`config.mk`:
```
export PLATFORM = sky130hd
export DESIGN_NAME = fp_mul_share_arbiter
export DESIGN_NICKNAME = d
export VERILOG_FILES = /design/src/rtl/fp_mul_share_arbiter.sv
export SDC_FILE = /design/constraint.sdc
export NUM_CORES = 1
export LEC_CHECK = 0
export ABC_AREA = 1
export CAP_MARGIN = 40
export CORE_AREA = 5 5 230 232
export CTS_BUF_LIST = sky130_fd_sc_hd__clkbuf_8 sky130_fd_sc_hd__clkbuf_16
export CTS_CLUSTER_DIAMETER = 50
export DETAILED_ROUTE_END_ITERATION = 16
export DIE_AREA = 0 0 235 237
export SYNTH_ARGS = -nofsm -noshare
export SYNTH_HDL_FRONTEND = slang
export SYNTH_SLANG_ARGS = --single-unit
```
`constraint.sdc`:
```
create_clock -name clk -period 15 [get_ports clk]
set_input_delay 1.5 -clock clk [delete_from_list [all_inputs] [get_ports clk]]
set_output_delay 1.5 -clock clk [all_outputs]
set_load 0.01 [all_outputs]
```
`src/rtl/fp_mul_share_arbiter.sv`:
```
// Round-robin sharing of one fixed-latency, no-backpressure FP multiplier among N_REQ requesters.
// Optional performance counters are compiled in when FPMUL_ARB_PERF_EN is defined.
module fp_mul_share_arbiter #(
    parameter int unsigned N_REQ   = 4,
    parameter int unsigned LATENCY = 4,
    parameter int unsigned DEPTH   = 8
) (
    input  logic                       clk,
    input  logic                       rst,
`ifdef FPMUL_ARB_PERF_EN
    input  logic                       i_perf_clr,
    output logic [31:0]                o_perf_issue_cnt,
    output logic [31:0]                o_perf_stall_cnt,
`endif
    input  logic [N_REQ-1:0]           i_req_valid,
    output logic [N_REQ-1:0]           o_req_ready,
    input  logic [32*N_REQ-1:0]        i_req_in1,
    input  logic [32*N_REQ-1:0]        i_req_in2,
    input  logic [3*N_REQ-1:0]         i_req_rm,
    output logic                       o_mul_valid_in,
    output logic [31:0]                o_mul_in1,
    output logic [31:0]                o_mul_in2,
    output logic [2:0]                 o_mul_rm,
    input  logic [31:0]                i_mul_out,
    input  logic [3:0]                 i_mul_flags,
    input  logic                       i_mul_valid_out,
    output logic                       o_rsp_valid,
    input  logic                       i_rsp_ready,
    output logic [$clog2(N_REQ)-1:0]   o_rsp_id,
    output logic [31:0]                o_rsp_data,
    output logic [3:0]                 o_rsp_flags
);

    localparam int unsigned IDW = $clog2(N_REQ);
    localparam int unsigned CW  = $clog2(DEPTH + 1);
    localparam int unsigned PW  = $clog2(DEPTH);
    localparam int unsigned EW  = IDW + 36;

    logic [31:0]      w_in1_arr [N_REQ];
    logic [31:0]      w_in2_arr [N_REQ];
    logic [2:0]       w_rm_arr  [N_REQ];

    logic [IDW-1:0]   r_ptr;
    logic [CW-1:0]    r_credit;
    logic             w_can_grant;
    logic             w_gnt_found;
    logic [IDW-1:0]   w_gnt_idx;
    logic [IDW:0]     w_sum;
    logic             w_issue;

    logic             r_mul_valid;
    logic [31:0]      r_mul_in1;
    logic [31:0]      r_mul_in2;
    logic [2:0]       r_mul_rm;
    logic [IDW-1:0]   r_mul_id;

    logic             r_tag_vld [LATENCY];
    logic [IDW-1:0]   r_tag_id  [LATENCY];

    logic [EW-1:0]    r_fifo [DEPTH];
    logic [PW-1:0]    r_wr_ptr;
    logic [PW-1:0]    r_rd_ptr;
    logic [CW-1:0]    r_count;
    logic             w_push;
    logic             w_pop;

    function automatic logic [PW-1:0] f_inc(input logic [PW-1:0] p);
        return (p == PW'(DEPTH - 1)) ? '0 : p + PW'(1);
    endfunction

    // Unpack the flat per-requester operand buses.
    for (genvar gi = 0; gi < N_REQ; gi++) begin : g_unpack
        assign w_in1_arr[gi] = i_req_in1[32*gi +: 32];
        assign w_in2_arr[gi] = i_req_in2[32*gi +: 32];
        assign w_rm_arr[gi]  = i_req_rm[3*gi +: 3];
    end

    // First valid requester at or after the round-robin pointer.
    always_comb begin
        w_gnt_found = 1'b0;
        w_gnt_idx   = '0;
        w_sum       = '0;
        for (int unsigned k = 0; k < N_REQ; k++) begin
            w_sum = {1'b0, r_ptr} + (IDW+1)'(k);
            if (w_sum >= (IDW+1)'(N_REQ)) begin
                w_sum = w_sum - (IDW+1)'(N_REQ);
            end
            if (!w_gnt_found && i_req_valid[w_sum[IDW-1:0]]) begin
                w_gnt_found = 1'b1;
                w_gnt_idx   = w_sum[IDW-1:0];
            end
        end
    end

    // Reset gates the grant so every output reads zero while rst is held.
    assign w_can_grant = !rst && (r_credit != '0);
    assign w_issue     = w_can_grant && w_gnt_found;
    assign o_req_ready = w_issue ? (N_REQ'(1) << w_gnt_idx) : '0;

    assign w_push = i_mul_valid_out;
    assign w_pop  = (r_count != '0) && i_rsp_ready;

    always_ff @(posedge clk or posedge rst) begin
        if (rst) begin
            r_ptr       <= '0;
            r_mul_valid <= 1'b0;
            r_mul_in1   <= '0;
            r_mul_in2   <= '0;
            r_mul_rm    <= '0;
            r_mul_id    <= '0;
        end else begin
            r_mul_valid <= w_issue;
            if (w_issue) begin
                r_mul_in1 <= w_in1_arr[w_gnt_idx];
                r_mul_in2 <= w_in2_arr[w_gnt_idx];
                r_mul_rm  <= w_rm_arr[w_gnt_idx];
                r_mul_id  <= w_gnt_idx;
                r_ptr     <= (w_gnt_idx == IDW'(N_REQ - 1)) ? '0 : w_gnt_idx + IDW'(1);
            end
        end
    end

    assign o_mul_valid_in = r_mul_valid;
    assign o_mul_in1      = r_mul_in1;
    assign o_mul_in2      = r_mul_in2;
    assign o_mul_rm       = r_mul_rm;

    // Credits cover everything issued but not yet popped, so the FIFO can never overflow.
    always_ff @(posedge clk or posedge rst) begin
        if (rst) begin
            r_credit <= CW'(DEPTH);
        end else if (w_issue && !w_pop) begin
            r_credit <= r_credit - CW'(1);
        end else if (!w_issue && w_pop) begin
            r_credit <= r_credit + CW'(1);
        end
    end

    // Tag pipe loaded alongside mul_valid_in; its tail lines up with mul_valid_out.
    always_ff @(posedge clk or posedge rst) begin
        if (rst) begin
            for (int unsigned k = 0; k < LATENCY; k++) begin
                r_tag_vld[k] <= 1'b0;
                r_tag_id[k]  <= '0;
            end
        end else begin
            r_tag_vld[0] <= r_mul_valid;
            r_tag_id[0]  <= r_mul_id;
            for (int unsigned k = LATENCY - 1; k > 0; k--) begin
                r_tag_vld[k] <= r_tag_vld[k-1];
                r_tag_id[k]  <= r_tag_id[k-1];
            end
        end
    end

    always_ff @(posedge clk or posedge rst) begin
        if (rst) begin
            for (int unsigned k = 0; k < DEPTH; k++) begin
                r_fifo[k] <= '0;
            end
            r_wr_ptr <= '0;
            r_rd_ptr <= '0;
            r_count  <= '0;
        end else begin
            if (w_push) begin
                r_fifo[r_wr_ptr] <= {r_tag_id[LATENCY-1], i_mul_out, i_mul_flags};
                r_wr_ptr         <= f_inc(r_wr_ptr);
            end
            if (w_pop) begin
                r_rd_ptr <= f_inc(r_rd_ptr);
            end
            case ({w_push, w_pop})
                2'b10:   r_count <= r_count + CW'(1);
                2'b01:   r_count <= r_count - CW'(1);
                default: ;
            endcase
        end
    end

    assign o_rsp_valid = (r_count != '0);
    assign {o_rsp_id, o_rsp_data, o_rsp_flags} = r_fifo[r_rd_ptr];

`ifdef FPMUL_ARB_PERF_EN
    logic [31:0] r_perf_issue_cnt;
    logic [31:0] r_perf_stall_cnt;

    always_ff @(posedge clk or posedge rst) begin
        if (rst) begin
            r_perf_issue_cnt <= '0;
            r_perf_stall_cnt <= '0;
        end else if (i_perf_clr) begin
            r_perf_issue_cnt <= '0;
            r_perf_stall_cnt <= '0;
        end else begin
            if (w_issue) begin
                r_perf_issue_cnt <= r_perf_issue_cnt + 32'd1;
            end
            if ((|i_req_valid) && (r_credit == '0)) begin
                r_perf_stall_cnt <= r_perf_stall_cnt + 32'd1;
            end
        end
    end

    assign o_perf_issue_cnt = r_perf_issue_cnt;
    assign o_perf_stall_cnt = r_perf_stall_cnt;
`endif

`ifndef SYNTHESIS
    always_ff @(posedge clk) begin
        if (!rst) begin
            assert (!(i_mul_valid_out && !r_tag_vld[LATENCY-1]))
                else $error("multiplier result without a matching tag");
            assert (!(w_push && !w_pop && (r_count == CW'(DEPTH))))
                else $error("response FIFO overflow");
        end
    end
`endif

endmodule

```
==> flow_metrics.py <==
metrics = {
    "synthesis": {
        "syn_std_cell_area_sq_mm": 0.01991,
        "yosys.area_share.xor_xnor_pct": 0.3079,
        "synthMuxAreaShare_pct": 0,
        "synth_fa_ha_area_share_pct": 0.9803,
        "ys_ff_latch": 398,
        "synthArstFlopShare_pct": 100.0,
        "synth-edff-count": 0,
        "synth_seq_area_share_pct": 50.03,
        "post_synth.cell_area_avg_sq_um": 7.502,
        "synth_top_family_by_area": "simple AND/OR/NAND/NOR gates",
        "synth-main-ff-cell": "dfrtp_1",
        "yosysWarnings": 0,
        "synthDistinctLibCells": 32,
        "syn-instance-count": 2654,
        "post_synth_and_or_nand_nor_area_fraction_pct": 26.93,
        "post_synth_net_total": 2981,
        "synth_compound_area_share_pct": 14.28,
    },
    "layout": {
        "most_common_cell_after_layout_fill_and_taps_aside": "nand2_1",
        "area.growth.synth_to_final_pct": 32.56,
        "layout.core_utilization_pct": 51.97,
        "post_route_cells_drive_above_1_share_pct": 4.740,
        "most-common-layout-cells": "nand2_1, clkdlybuf4s50_1, dfrtp_1, o21ai_0, nor2_1",
        "num-nets-final": 3305,
        "post_layout_nonfiller_instances": 3702,
        "num-fill-cells": 4893,
        "post-route-cell-area_sq_mm": 0.02639,
    },
    "worst_setup_path": {
        "cpMaxStageDelayCell": "nand2_2",
        "crit_type": "in -> out",
        "timing.critical_path.slowest_cell_delay_ns": 0.60,
        "path_max_fanout": 45,
        "setup.reg_to_reg.worst_slack_ns": 10.93,
        "cp_data_required_time_ns": 13.50,
        "worst-endpoint-arrival_ns": 4.89,
        "cp_cell_sequence": "clkdlybuf4s50_1, inv_1, nand2_1, nand3_1, nand2_1, inv_1, nand2_1, nand2_2, nand3_4, inv_2, ha_1, inv_1, nor2_1, clkdlybuf4s50_1",
        "worstSetupEndpointType": "output port",
        "crit-reg2reg-launch": "r_ptr[0]",
        "worstSetupStartpoint": "i_req_valid[1]",
        "worstSetupStartpointType": "input port",
    },
    "power": {
        "power-per-cell-area_mw_per_mm2": 241.2,
        "vdd_drop_max_uv": 147.4,
        "total_power_after_layout_mw": 6.365,
        "cell_internal_pwr_mw": 3.554,
        "netSwitchingFraction_pct": 44.16,
        "static-leakage-power_nw": 12.64,
        "power_frac_clock_pct": 19.0,
        "pwr-share-seq_pct": 29.9,
        "net_switching_power_figure_mw": 2.811,
        "combPwrFrac_pct": 51.1,
    },
    "place": {
        "gp_routability_congestion": 0.9283,
        "buffer_ports.inserted": 422,
        "place.detailed.hpwl_mm": 47.69,
        "placed_cells": 3605,
        "post_dp_cell_area_sq_mm": 0.02468,
        "detailedPlace.worstSlack_ns": 8.598,
    },
    "cts": {
        "max-clock-path-buffers": 3,
        "cts_resized": 0,
        "cts_tree": "yes",
        "clk_latency_ns": 0.59,
        "post-cts-setup-buffer-count": 0,
        "cts_sinks": 398,
        "tritoncts.num_buffers": 51,
        "clockRootBuffer": "clkbuf_16",
        "cts-hold-fix-buffers": 0,
        "cts-htree-levels": 2,
        "clkTransAtPathRegs_ns": 0.06,
    },
    "sta": {
        "postLayoutSetupSlackWorst_ns": 8.606,
        "period_minus_slack_ns": 6.394,
        "timing.setup.tns_ns": 0,
        "final-hold-violation-count": 0,
        "achievable-frequency_mhz": 156.4,
        "unrepaired_setup_endpoints_after_global_routing": "false",
        "fin_skew_ns": 0.02151,
        "maxSlewHeadroom_pct": 39.19,
        "final-max-slew-violation-count": 0,
        "final-setup-viol-count": 0,
        "timing.final.crit_share_pct": 42.63,
        "worstMarginPinSlew_ns": 0.9122,
        "final.hold.worst_slack_ns": 0.3305,
    },
    "die": {
        "floorplan.die_area_sq_mm": 0.05570,
        "start_util_pct": 39.21,
        "floorplan.rows": 83,
        "dieHeight_um": 237,
        "die_x_um": 235,
        "design.portCount": 423,
        "coreArea_sq_mm": 0.05078,
    },
    "worst_hold_path": {
        "hp-class": "reg -> reg",
        "worst_hold_startpoint": "r_tag_id[2]",
    },
    "detailed_routing": {
        "routed_wirelength_mm": 68.41,
        "wl_per_cell_um": 18.48,
        "via_per_inst": 5.068,
        "drcViolationCount": 0,
        "antenna_left": 0,
        "via_count": 18760,
        "first_pass_iters": 6,
        "drt-initial-drc-count": 1684,
    },
    "global_route": {
        "grt_pass1_vias": 18260,
        "initial_antenna_violation_count": 14,
        "grtUsageTotal_pct": 23.74,
        "global_route_wire_length_before_repair_mm": 106.7,
        "grt_max_degree": 106,
        "gr-total-overflow": 0,
    },
    "status": {
        "status": "completed",
    },
    "run": {
        "max-cap-violations": 0,
    },
}
-- cell type report --
cell class | instances | area [sq um] | area share (%)
clock buffer | 63 | 1464 | 5.547
timing repair buffer | 453 | 4624 | 17.52
clock inverter | 29 | 235.2 | 0.8913
sequential | 398 | 9970 | 37.77
inverter | 195 | 743.2 | 2.816
tap | 680 | 850.8 | 3.224
multi-input combinational | 1879 | 8493 | 32.18
antenna | 5 | 12.51 | 0.04741
-- routing by layer --
layer	part of all wire [%]	track usage (%)	vias up
met3	6.4	5.788	134
met2	48	39.62	592
met5	0.18	0	-
met1	41	30.15	8811
met4	4.1	8.706	18
li1	-	-	9205
-- sequential cells by signal, indices dropped and copies added (netlist names) --
register and cells:
o_mul_valid_in 1, r_fifo 304, r_wr_ptr 3, o_mul_in1 32, r_ptr 2, o_mul_rm 3
r_tag_id 8, o_mul_in2 32, r_rd_ptr 3, r_count 4, r_credit 4, r_mul_id 2
-- worst max-delay path, delay by kind of cell --
family	cells	cell delay (ns)
buffers and inverters	6	1.55
adder cells (fa/ha/maj)	1	0.18
AND/OR/NAND/NOR	7	1.64
-- logic make-up after synthesis --
kind of cell	count (synthesis)
DFF	398
buffers and inverters	377
adders and majority gates	15
AOI/OAI and AO/OA	509
and+or+nand+nor	1348
xor gates and xnor gates	7
-- worst paths after layout --
path	to	cells past startpoint
worst max register to register	o_mul_in2[23]	15
min in group asynchronous	r_count[1]	2
max in group asynchronous	o_mul_in2[23]	6
worst min register to register	r_tag_id[0]	0
worst max-delay path	o_req_ready[3]	14
worst min-delay path	r_tag_id[0]	0
-- power groups by stage --
stage	combinational (mW)	sequential (mW)	clock [mW]
after CTS	3.29	1.90	1.24
after global placement	3.19	1.89	0
after global routing	3.66	1.96	1.29
after floorplan	2.12	1.84	0
after detailed placement	3.28	1.91	0
final	3.26	1.90	1.21
-- synth_stat cells (2+ instances only) --
master / count / share of area [%]
a21oi_1: 2 / 0.050
a31oi_1: 38 / 1.2
buf_1: 11 / 0.21
buf_2: 38 / 0.96
buf_4: 6 / 0.23
clkbuf_1: 127 / 2.4
dfrtp_1: 397 / 50
ha_1: 14 / 0.88
inv_1: 189 / 3.6
inv_2: 4 / 0.075
nand2_1: 941 / 18
nand2_2: 3 / 0.094
nand3_1: 98 / 2.5
nand3_4: 2 / 0.18
nand4_1: 44 / 1.4
nor2_1: 253 / 4.8
nor2_4: 3 / 0.17
nor3_1: 2 / 0.050
o211ai_1: 39 / 1.5
o21ai_0: 389 / 9.8
o32ai_1: 38 / 1.7
xnor2_1: 6 / 0.26
Power figures use the tool's default switching activity.
